[src/rtl/ps2_uart_framer_if.sv]
// Byte stream from the PS2 frame builder to the UART transmitter.
// Ports: tx_valid/tx_data (producer to consumer), tx_ready (consumer to producer).
interface ps2_uart_framer_if;
    logic       tx_valid;
    logic [7:0] tx_data;
    logic       tx_ready;

    modport master (
        output tx_valid,
        output tx_data,
        input  tx_ready
    );

    modport slave (
        input  tx_valid,
        input  tx_data,
        output tx_ready
    );
endinterface

[src/rtl/ps2_uart_framer.sv]
// Serialises each PS2 gamepad sample into a 10-byte frame for the UART.
// Ports: i_sys_clk, i_rst_n (sync, active-low), i_ps2_* sample inputs,
//   tx (byte stream master), o_busy, o_frame_done, o_drop_cnt.
module ps2_uart_framer #(
    parameter logic [7:0]  HEADER        = 8'hA5,
    parameter int unsigned FRAME_GAP_CYC = 500
) (
    input  logic                  i_sys_clk,
    input  logic                  i_rst_n,
    input  logic                  i_ps2_valid,
    input  logic                  i_ps2_key_press,
    input  logic                  i_ps2_key_release,
    input  logic [15:0]           i_ps2_key,
    input  logic [7:0]            i_ps2_id,
    input  logic [7:0]            i_ps2_rx,
    input  logic [7:0]            i_ps2_ry,
    input  logic [7:0]            i_ps2_lx,
    input  logic [7:0]            i_ps2_ly,
    ps2_uart_framer_if.master     tx,
    output logic                  o_busy,
    output logic                  o_frame_done,
    output logic [15:0]           o_drop_cnt
);

    localparam int GW = (FRAME_GAP_CYC > 1) ? $clog2(FRAME_GAP_CYC) : 1;
    localparam logic [GW-1:0] GAP_LAST =
        (FRAME_GAP_CYC > 0) ? GW'(FRAME_GAP_CYC - 1) : '0;

    typedef enum logic [1:0] {
        S_IDLE,
        S_SEND,
        S_GAP
    } state_t;

    typedef struct packed {
        logic [7:0]  id;
        logic        press;
        logic        release_f;
        logic [15:0] key;
        logic [7:0]  rx;
        logic [7:0]  ry;
        logic [7:0]  lx;
        logic [7:0]  ly;
    } sample_t;

    state_t        state;
    state_t        state_nx;
    logic [3:0]    idx;
    logic [GW-1:0] gap_cnt;

    sample_t       live;
    sample_t       pend;
    logic          pend_v;
    sample_t       snap;
    logic [7:0]    snap_chk;

    sample_t       ld;
    logic [7:0]    ld_flags;
    logic [7:0]    ld_chk;
    logic [7:0]    cur_byte;

    logic          hs;
    logic          last_hs;
    logic          gap_end;
    logic          load_live;
    logic          load_pend;
    logic          buf_wr;
    logic          drop;

    assign live = '{
        id:        i_ps2_id,
        press:     i_ps2_key_press,
        release_f: i_ps2_key_release,
        key:       i_ps2_key,
        rx:        i_ps2_rx,
        ry:        i_ps2_ry,
        lx:        i_ps2_lx,
        ly:        i_ps2_ly
    };

    assign hs        = tx.tx_valid && tx.tx_ready;
    assign last_hs   = hs && (idx == 4'd9);
    assign gap_end   = (gap_cnt == GAP_LAST);
    assign load_live = (state == S_IDLE) && i_ps2_valid;
    assign load_pend = (state == S_IDLE) && !i_ps2_valid && pend_v;
    assign buf_wr    = (state != S_IDLE) && i_ps2_valid;
    // A held sample is lost either to a newer sample overwriting it
    // while busy, or to a live strobe winning the idle slot.
    assign drop      = pend_v && i_ps2_valid;

    // Checksum is fixed when the snapshot is taken, so it always
    // matches the bytes that follow regardless of handshake timing.
    assign ld       = load_live ? live : pend;
    assign ld_flags = {6'b0, ld.press, ld.release_f};
    assign ld_chk   = ld.id + ld_flags + ld.key[15:8] + ld.key[7:0]
                    + ld.rx + ld.ry + ld.lx + ld.ly;

    always_comb begin
        state_nx = state;
        unique case (state)
            S_IDLE: begin
                if (load_live || load_pend) begin
                    state_nx = S_SEND;
                end
            end
            S_SEND: begin
                if (last_hs) begin
                    state_nx = (FRAME_GAP_CYC > 0) ? S_GAP : S_IDLE;
                end
            end
            S_GAP: begin
                if (gap_end) begin
                    state_nx = S_IDLE;
                end
            end
            default: state_nx = S_IDLE;
        endcase
    end

    always_comb begin
        cur_byte = 8'h00;
        unique case (idx)
            4'd0:    cur_byte = HEADER;
            4'd1:    cur_byte = snap.id;
            4'd2:    cur_byte = {6'b0, snap.press, snap.release_f};
            4'd3:    cur_byte = snap.key[15:8];
            4'd4:    cur_byte = snap.key[7:0];
            4'd5:    cur_byte = snap.rx;
            4'd6:    cur_byte = snap.ry;
            4'd7:    cur_byte = snap.lx;
            4'd8:    cur_byte = snap.ly;
            4'd9:    cur_byte = snap_chk;
            default: cur_byte = 8'h00;
        endcase
    end

    assign tx.tx_valid = (state == S_SEND);
    assign tx.tx_data  = (state == S_SEND) ? cur_byte : 8'h00;
    assign o_busy      = (state != S_IDLE);

    always_ff @(posedge i_sys_clk) begin
        if (!i_rst_n) begin
            state <= S_IDLE;
        end else begin
            state <= state_nx;
        end
    end

    always_ff @(posedge i_sys_clk) begin
        if (!i_rst_n) begin
            idx          <= 4'd0;
            gap_cnt      <= '0;
            pend         <= '0;
            pend_v       <= 1'b0;
            snap         <= '0;
            snap_chk     <= 8'h00;
            o_frame_done <= 1'b0;
            o_drop_cnt   <= 16'h0000;
        end else begin
            o_frame_done <= last_hs;

            if (load_live || load_pend) begin
                snap     <= ld;
                snap_chk <= ld_chk;
                idx      <= 4'd0;
                pend_v   <= 1'b0;
            end else if (last_hs) begin
                idx <= 4'd0;
            end else if (hs) begin
                idx <= idx + 4'd1;
            end

            if (buf_wr) begin
                pend   <= live;
                pend_v <= 1'b1;
            end

            if (state == S_GAP && !gap_end) begin
                gap_cnt <= gap_cnt + 1'b1;
            end else begin
                gap_cnt <= '0;
            end

            if (drop && o_drop_cnt != 16'hFFFF) begin
                o_drop_cnt <= o_drop_cnt + 16'd1;
            end
        end
    end

endmodule
[src/flat_wrapper.sv]
// flat-port wrapper written by rule: the top's interface ports become plain ports
module ps2_uart_framer_flat 
#(
    parameter logic [7:0]  HEADER        = 8'hA5,
    parameter int unsigned FRAME_GAP_CYC = 500
)
  (i_sys_clk, i_rst_n, i_ps2_valid, i_ps2_key_press, i_ps2_key_release, i_ps2_key, i_ps2_id, i_ps2_rx, i_ps2_ry, i_ps2_lx, i_ps2_ly, o_busy, o_frame_done, o_drop_cnt, tx_tx_valid, tx_tx_data, tx_tx_ready);
  ps2_uart_framer_if tx_i ();
  input  logic i_sys_clk;
  input  logic i_rst_n;
  input  logic i_ps2_valid;
  input  logic i_ps2_key_press;
  input  logic i_ps2_key_release;
  input  logic [15:0] i_ps2_key;
  input  logic [7:0] i_ps2_id;
  input  logic [7:0] i_ps2_rx;
  input  logic [7:0] i_ps2_ry;
  input  logic [7:0] i_ps2_lx;
  input  logic [7:0] i_ps2_ly;
  output logic o_busy;
  output logic o_frame_done;
  output logic [15:0] o_drop_cnt;
  output wire logic [$bits(tx_i.tx_valid)-1:0] tx_tx_valid;
  output wire logic [$bits(tx_i.tx_data)-1:0] tx_tx_data;
  input wire logic [$bits(tx_i.tx_ready)-1:0] tx_tx_ready;
  assign tx_tx_valid = tx_i.tx_valid;
  assign tx_tx_data = tx_i.tx_data;
  assign tx_i.tx_ready = tx_tx_ready;
  ps2_uart_framer #(.HEADER(HEADER), .FRAME_GAP_CYC(FRAME_GAP_CYC)) u_core (.i_sys_clk(i_sys_clk), .i_rst_n(i_rst_n), .i_ps2_valid(i_ps2_valid), .i_ps2_key_press(i_ps2_key_press), .i_ps2_key_release(i_ps2_key_release), .i_ps2_key(i_ps2_key), .i_ps2_id(i_ps2_id), .i_ps2_rx(i_ps2_rx), .i_ps2_ry(i_ps2_ry), .i_ps2_lx(i_ps2_lx), .i_ps2_ly(i_ps2_ly), .tx(tx_i), .o_busy(o_busy), .o_frame_done(o_frame_done), .o_drop_cnt(o_drop_cnt));
endmodule
[config.mk]
export PLATFORM = sky130hd
export DESIGN_NAME = ps2_uart_framer_flat
export DESIGN_NICKNAME = d
export VERILOG_FILES = /design/src/rtl/ps2_uart_framer_if.sv /design/src/rtl/ps2_uart_framer.sv /design/src/flat_wrapper.sv
export SDC_FILE = /design/constraint.sdc
export NUM_CORES = 1
export LEC_CHECK = 0
export CORE_ASPECT_RATIO = 1.25
export CORE_MARGIN = 2
export CORE_UTILIZATION = 62
export DETAILED_ROUTE_END_ITERATION = 10
export MAX_ROUTING_LAYER = met4
export PLACE_DENSITY = 0.86
export SYNTH_ARGS = -nofsm -noshare
export SYNTH_HDL_FRONTEND = slang
export SYNTH_SLANG_ARGS = --single-unit
[constraint.sdc]
create_clock -name i_sys_clk -period 12.3 [get_ports i_sys_clk]
set_clock_uncertainty 0.05 [all_clocks]
set_input_delay 2.46 -clock i_sys_clk [delete_from_list [all_inputs] [get_ports i_sys_clk]]
set_output_delay 2.46 -clock i_sys_clk [all_outputs]
set_load 0.05 [all_outputs]
---- After elaboration in Yosys (flattened, before gate mapping) ----
Index checks and enable logic that the tools add are counted.
Widths: inputs -> output; s select.
storage, ports and cells
  bits in registers ....................... 157
  input bits .............................. 62
cells by class
  add/subtract/negate cells ............... 10
  eq/ne operators ......................... 16
  muxes and demuxes ....................... 9
  bitwise logic cells ..................... 1
  reduce and logical (&&, ||, !) cells .... 19
operator list
  operator               number
  $pmux 8 s10            1
  $mux 58                1
  $add 8x8->8            6
  $add 16x1->16 const B  1
  $eq 4x3->1 const B     4
  $ne 16x16->1 const B   1
  $add 9x1->9 const B    1
  $eq 9x9->1 const B     1
  $logic_and 1x1->1      9
  $add 8x2->8            1
  $eq 4x2->1 const B     2
  $eq 4x4->1 const B     2
  $mux 8                 1
  $mux 2                 3
  $pmux 2 s3             1
  $add 4x1->4 const B    1
  $eq 4x1->1 const B     1
  $logic_not 4->1        1
  $ne 2x2->1 const B     2
  $reduce_bool 2->1      2
  $reduce_and 3->1       1
  $reduce_or 3->1        1
  $eq 2x1->1 const B     1
  $eq 2x2->1 const B     1
  other kinds (7)        9

---- Depth between registers and ports, before layout ----
  depth in word-level cells ............... 10
  mapped depth ............................ 22
  depth with buffers taken out ............ 19

---- Worst setup path after synthesis ----
Ideal clock, no wire load.
  path type ............................... input to register
  start point ............................. in i_ps2_valid
  end point ............................... reg u_core.snap_chk[7]
  setup time .............................. 0.082 ns
  arrival time ............................ 6.733 ns
  data required time ...................... 12.168 ns
  path slack .............................. 5.435 ns
  stages on the path ...................... 19
  buffers on the path ..................... 2
  cells stage by stage .................... and2_1 > buf_2 > buf_4 > mux2_2 > fa_1 > fa_1 > fa_1 > inv_1 > fa_1 > inv_1 > ha_1 > inv_1 > fa_1 > nand2b_1 > a21oi_1 > o21ai_0 > a211oi_1 > mux2i_1 > o2111ai_1
RTL lines
  item                    RTL line                RTL
  start: declaration      flat_wrapper.sv:11      input logic i_ps2_valid;
  end signal: assignment  ps2_uart_framer.sv:164  snap_chk <= ld_chk;
  end: declaration        ps2_uart_framer.sv:55   logic [7:0] snap_chk;

==> results by group <==
Outcome
  – Run status: completed

Synth
  – Syn_nets: approximately 1100
  – Compound-Gate Fraction of Synth Area: roughly 15%
  – Synth Area in Adders: 10.2%
  – Synth top area share: a little under two fifths
  – Post-synthesis sequential area ratio: between 30% and 40%
  – Avg Inst Size Synth: between 8 and 9 µm²
  – Seq cells post-synth: around 160
  – Main combinational cell family by area after synthesis: simple AND/OR/NAND/NOR gates
  – Mux contribution to synthesized area: under 10%
  – Synth Flop Type: dfxtp_1
  – Simple-gate share of the synthesized area: between 20% and 30%
  – Ys Warns: 0
  – Distinct cells, synth: 52
  – Asr flop ratio synth: 0%
  – Number of flops mapped to enable cells by yosys: 0
  – Area leader, netlist: dfxtp_1
  – Synth top cells by count: nand2_1, dfxtp_1, nor2_1
  – Synth Area in XOR/XNOR: 4.14%
  – Ranking of synthesized cells by area: dfxtp_1, fa_1, nand2_1
  – Synth Cell Area: ~0.0085 mm²
  – Cells after synthesis: 950
  – Top-count cell post-synth: nand2_1

Global routing
  – GR Overflow Total: 0
  – GRT Resource Usage Total: a little under a third
  – Vias in the first global route: a little under 7000
  – First-pass GRT wire length: 33200 µm
  – Antenna violations before repair: 0
  – Largest net degree at the start of global routing: between 80 and 90

CTS
  – Hold Buf Count CTS: 0
  – CTS resizes: 0
  – Clk root buf: clkbuf_16
  – Setup repair bufs after CTS: 0
  – Number of buffers created by CTS: 17
  – Sinks on Clock Net: about 160
  – Reg clk slew, reported paths: ~0.060 ns
  – CTS max path bufs: 2
  – H-tree depth: 4
  – Worst skew pair latency: between 0.4 and 0.5 ns
  – CTS tree: built

Floorplan
  – Initial Util: 63.7%
  – Die X: about 110 µm
  – Die ar.: around 0.015 mm²
  – Core ar.: 0.0133 mm²
  – Die Y: about 130 µm
  – Row count: 47
  – I/O pin cnt: 89

Pwr
  – Pleak: 4.05 nW
  – Pint: around 1.1 mW
  – Pwr dens: between 150 and 200 mW/mm²
  – Switch share: around a third
  – Sequential share of power: between 30 and 40%
  – Tot Pwr: ~1.5 mW
  – Sw Pwr: between 0.4 and 0.5 mW
  – Clock power frac: between 30 and 40%
  – Worst-case vdd ir drop: approximately 0.00010 V
  – Combinational power share: between 20% and 30%

Drt
  – DRC errors left: 0
  – Starting DRT DRC Count: 479
  – Routed WL: 20600 µm
  – TritonRoute pass-1 iters: 5
  – Vias per cell: 5.82
  – Vias post-DR: a little under 7000
  – Routed len/inst: 17.4 µm
  – Detail Route Antenna Nets: 0

Hold path
  – Hold depth: 2
  – Hold_sp: u_core.pend[13]
  – Hold endpoint: u_core.pend[13]
  – HP Class: reg2reg

Timing
  – Setup Viol. Count Final: 0
  – Rel. slew slack: a little under a fifth
  – RSZ-0062 raised after global routing: no
  – Period utilisation layout: a little under two thirds
  – Worst-Margin Slew: 1.21 ns
  – Setup TNS: 0 ns
  – Maximum clock rate: 0.128 GHz
  – Final Max Tran Viols: 0
  – Period minus WS final: between 7 and 8 ns
  – Final hold vios: 0

Place
  – # port buffers: roughly 90
  – Area post-placement: 0.00934 mm²
  – DP Wirelength: about 14000 µm
  – Gp weighted congestion: about 0.91

Final layout
  – Fillers: approximately 980
  – Synth-to-layout area growth: 17.1%
  – Post-route cell area: roughly 0.0099 mm²
  – Ratio of cells with drive above 1 in the final layout: approximately 8.3%
  – NumNets Final: between 1000 and 1500
  – Ant diodes: 0

Critical path
  – CP Launch Type: input pin
  – Crit path DAT: approximately 8 ns
  – Worst setup EP type: flip-flop
  – Crit path kind: in2reg
  – Worst-path fanout max: between 50 and 60
  – Worst r2r src: u_core.state[1]
  – R2R depth: 19
  – WP data required: 12.60 ns
  – FF-to-FF setup slack: between 6 and 7 ns
  – Reg-to-Reg End: u_core.snap_chk[7]

Job
  – Max_cap viols: 0
-- flip-flops by register name, summed over array words and instances, names as in the netlist --
register             cells
u_core.gap_cnt           9
u_core.idx               4
u_core.o_drop_cnt       16
u_core.o_frame_done      1
u_core.pend             58
u_core.pend_v            1
u_core.snap             58
u_core.snap_chk          8
u_core.state             2
-- placed cells by master, fill, tap and decap left out, types with 10 or more instances in the layout --
cell / synthesis / routed
nand2_1: 164 / 163
dfxtp_1: 157 / 157
nor2_1: 103 / 103
clkdlybuf4s50_1: 0 / 87
a21boi_0: 61 / 61
inv_1: 43 / 43
mux2_2: 38 / 38
nor3b_1: 37 / 37
fa_1: 35 / 35
xnor2_1: 27 / 27
mux2i_1: 24 / 24
o211a_1: 22 / 22
and2_1: 22 / 20
a21oi_1: 17 / 17
nand3_1: 17 / 17
clkbuf_16: 0 / 17
a22oi_1: 15 / 15
xor2_1: 13 / 13
ha_1: 13 / 13
buf_4: 5 / 10
-- metrics by stage --
step / setup WS [ns] / util (%) / hold WS [ns] / std cells
after floorplan: 5.44 / - / 0.380 / 950
after global placement: 4.21 / 70.3 / 0.394 / 1153
after detailed placement: 4.04 / 70.3 / 0.404 / 1153
after CTS: 4.48 / 74.6 / 0.414 / 1184
after global routing: 4.13 / 74.6 / 0.429 / 1184
final: 4.47 / 74.6 / 0.411 / 1184
-- per-layer routing --
metal  up-vias  wire length (µm)  track usage [%]  part of all wire [%]
met5         -                 0                -                     0
met4         0               977             16.5                   4.8
met3        51              1030             5.36                   5.0
met2       245             10400             50.2                    51
met1      3305              8140             34.6                    40
li1       3293                 -                -                     -
-- critical path, stage by stage --
cell	delay, ns
clkdlybuf4s50_1	0.59
and2_2	0.18
buf_4	0.64
mux2_2	0.45
fa_1	0.52
fa_1	0.52
fa_1	0.56
inv_1	0.06
fa_1	0.44
inv_1	0.07
ha_1	0.16
inv_1	0.05
fa_1	0.37
nand2b_1	0.19
a21oi_1	0.22
o21ai_0	0.14
a211oi_1	0.26
mux2i_1	0.10
o2111ai_1	0.11
-- cell type report --
cell class | instances | area [µm²] | share of cell area (%)
clock inverter | 10 | 115 | 1.16
multi-input combinational | 685 | 4880 | 49.2
clock buffer | 21 | 460 | 4.64
timing repair buffer | 97 | 946 | 9.54
tap | 171 | 214 | 2.16
inverter | 43 | 161 | 1.63
sequential | 157 | 3140 | 31.7
-- logic make-up after synthesis --
family,Yosys count
and+or+nand+nor,374
AOI/OAI and AO/OA,161
DFF,157
buffers and inverters,108
muxes,62
adders and majority gates,48
xor gates and xnor gates,40
-- power by group through the flow --
stage	sequential, mW	clock (mW)	combinational (mW)
detailed placement	0.575	0	0.454
floorplan	0.570	0	0.344
global route	0.568	0.541	0.518
global placement	0.573	0	0.439
CTS	0.564	0.522	0.459
finish	0.565	0.519	0.460
-- worst max path at each step --
stage,cells past startpoint,endpoint,slack (ns),start
after floorplan,19,u_core.snap_chk[7],5.44,i_ps2_valid
after global placement,19,u_core.snap_chk[7],4.21,i_ps2_valid
after detailed placement,19,u_core.snap_chk[7],4.04,i_ps2_valid
after CTS,19,u_core.snap_chk[7],4.48,i_ps2_valid
after global routing,19,u_core.snap_chk[7],4.13,i_ps2_valid
final,19,u_core.snap_chk[7],4.47,i_ps2_valid
(Power assumes the default switching activity.)
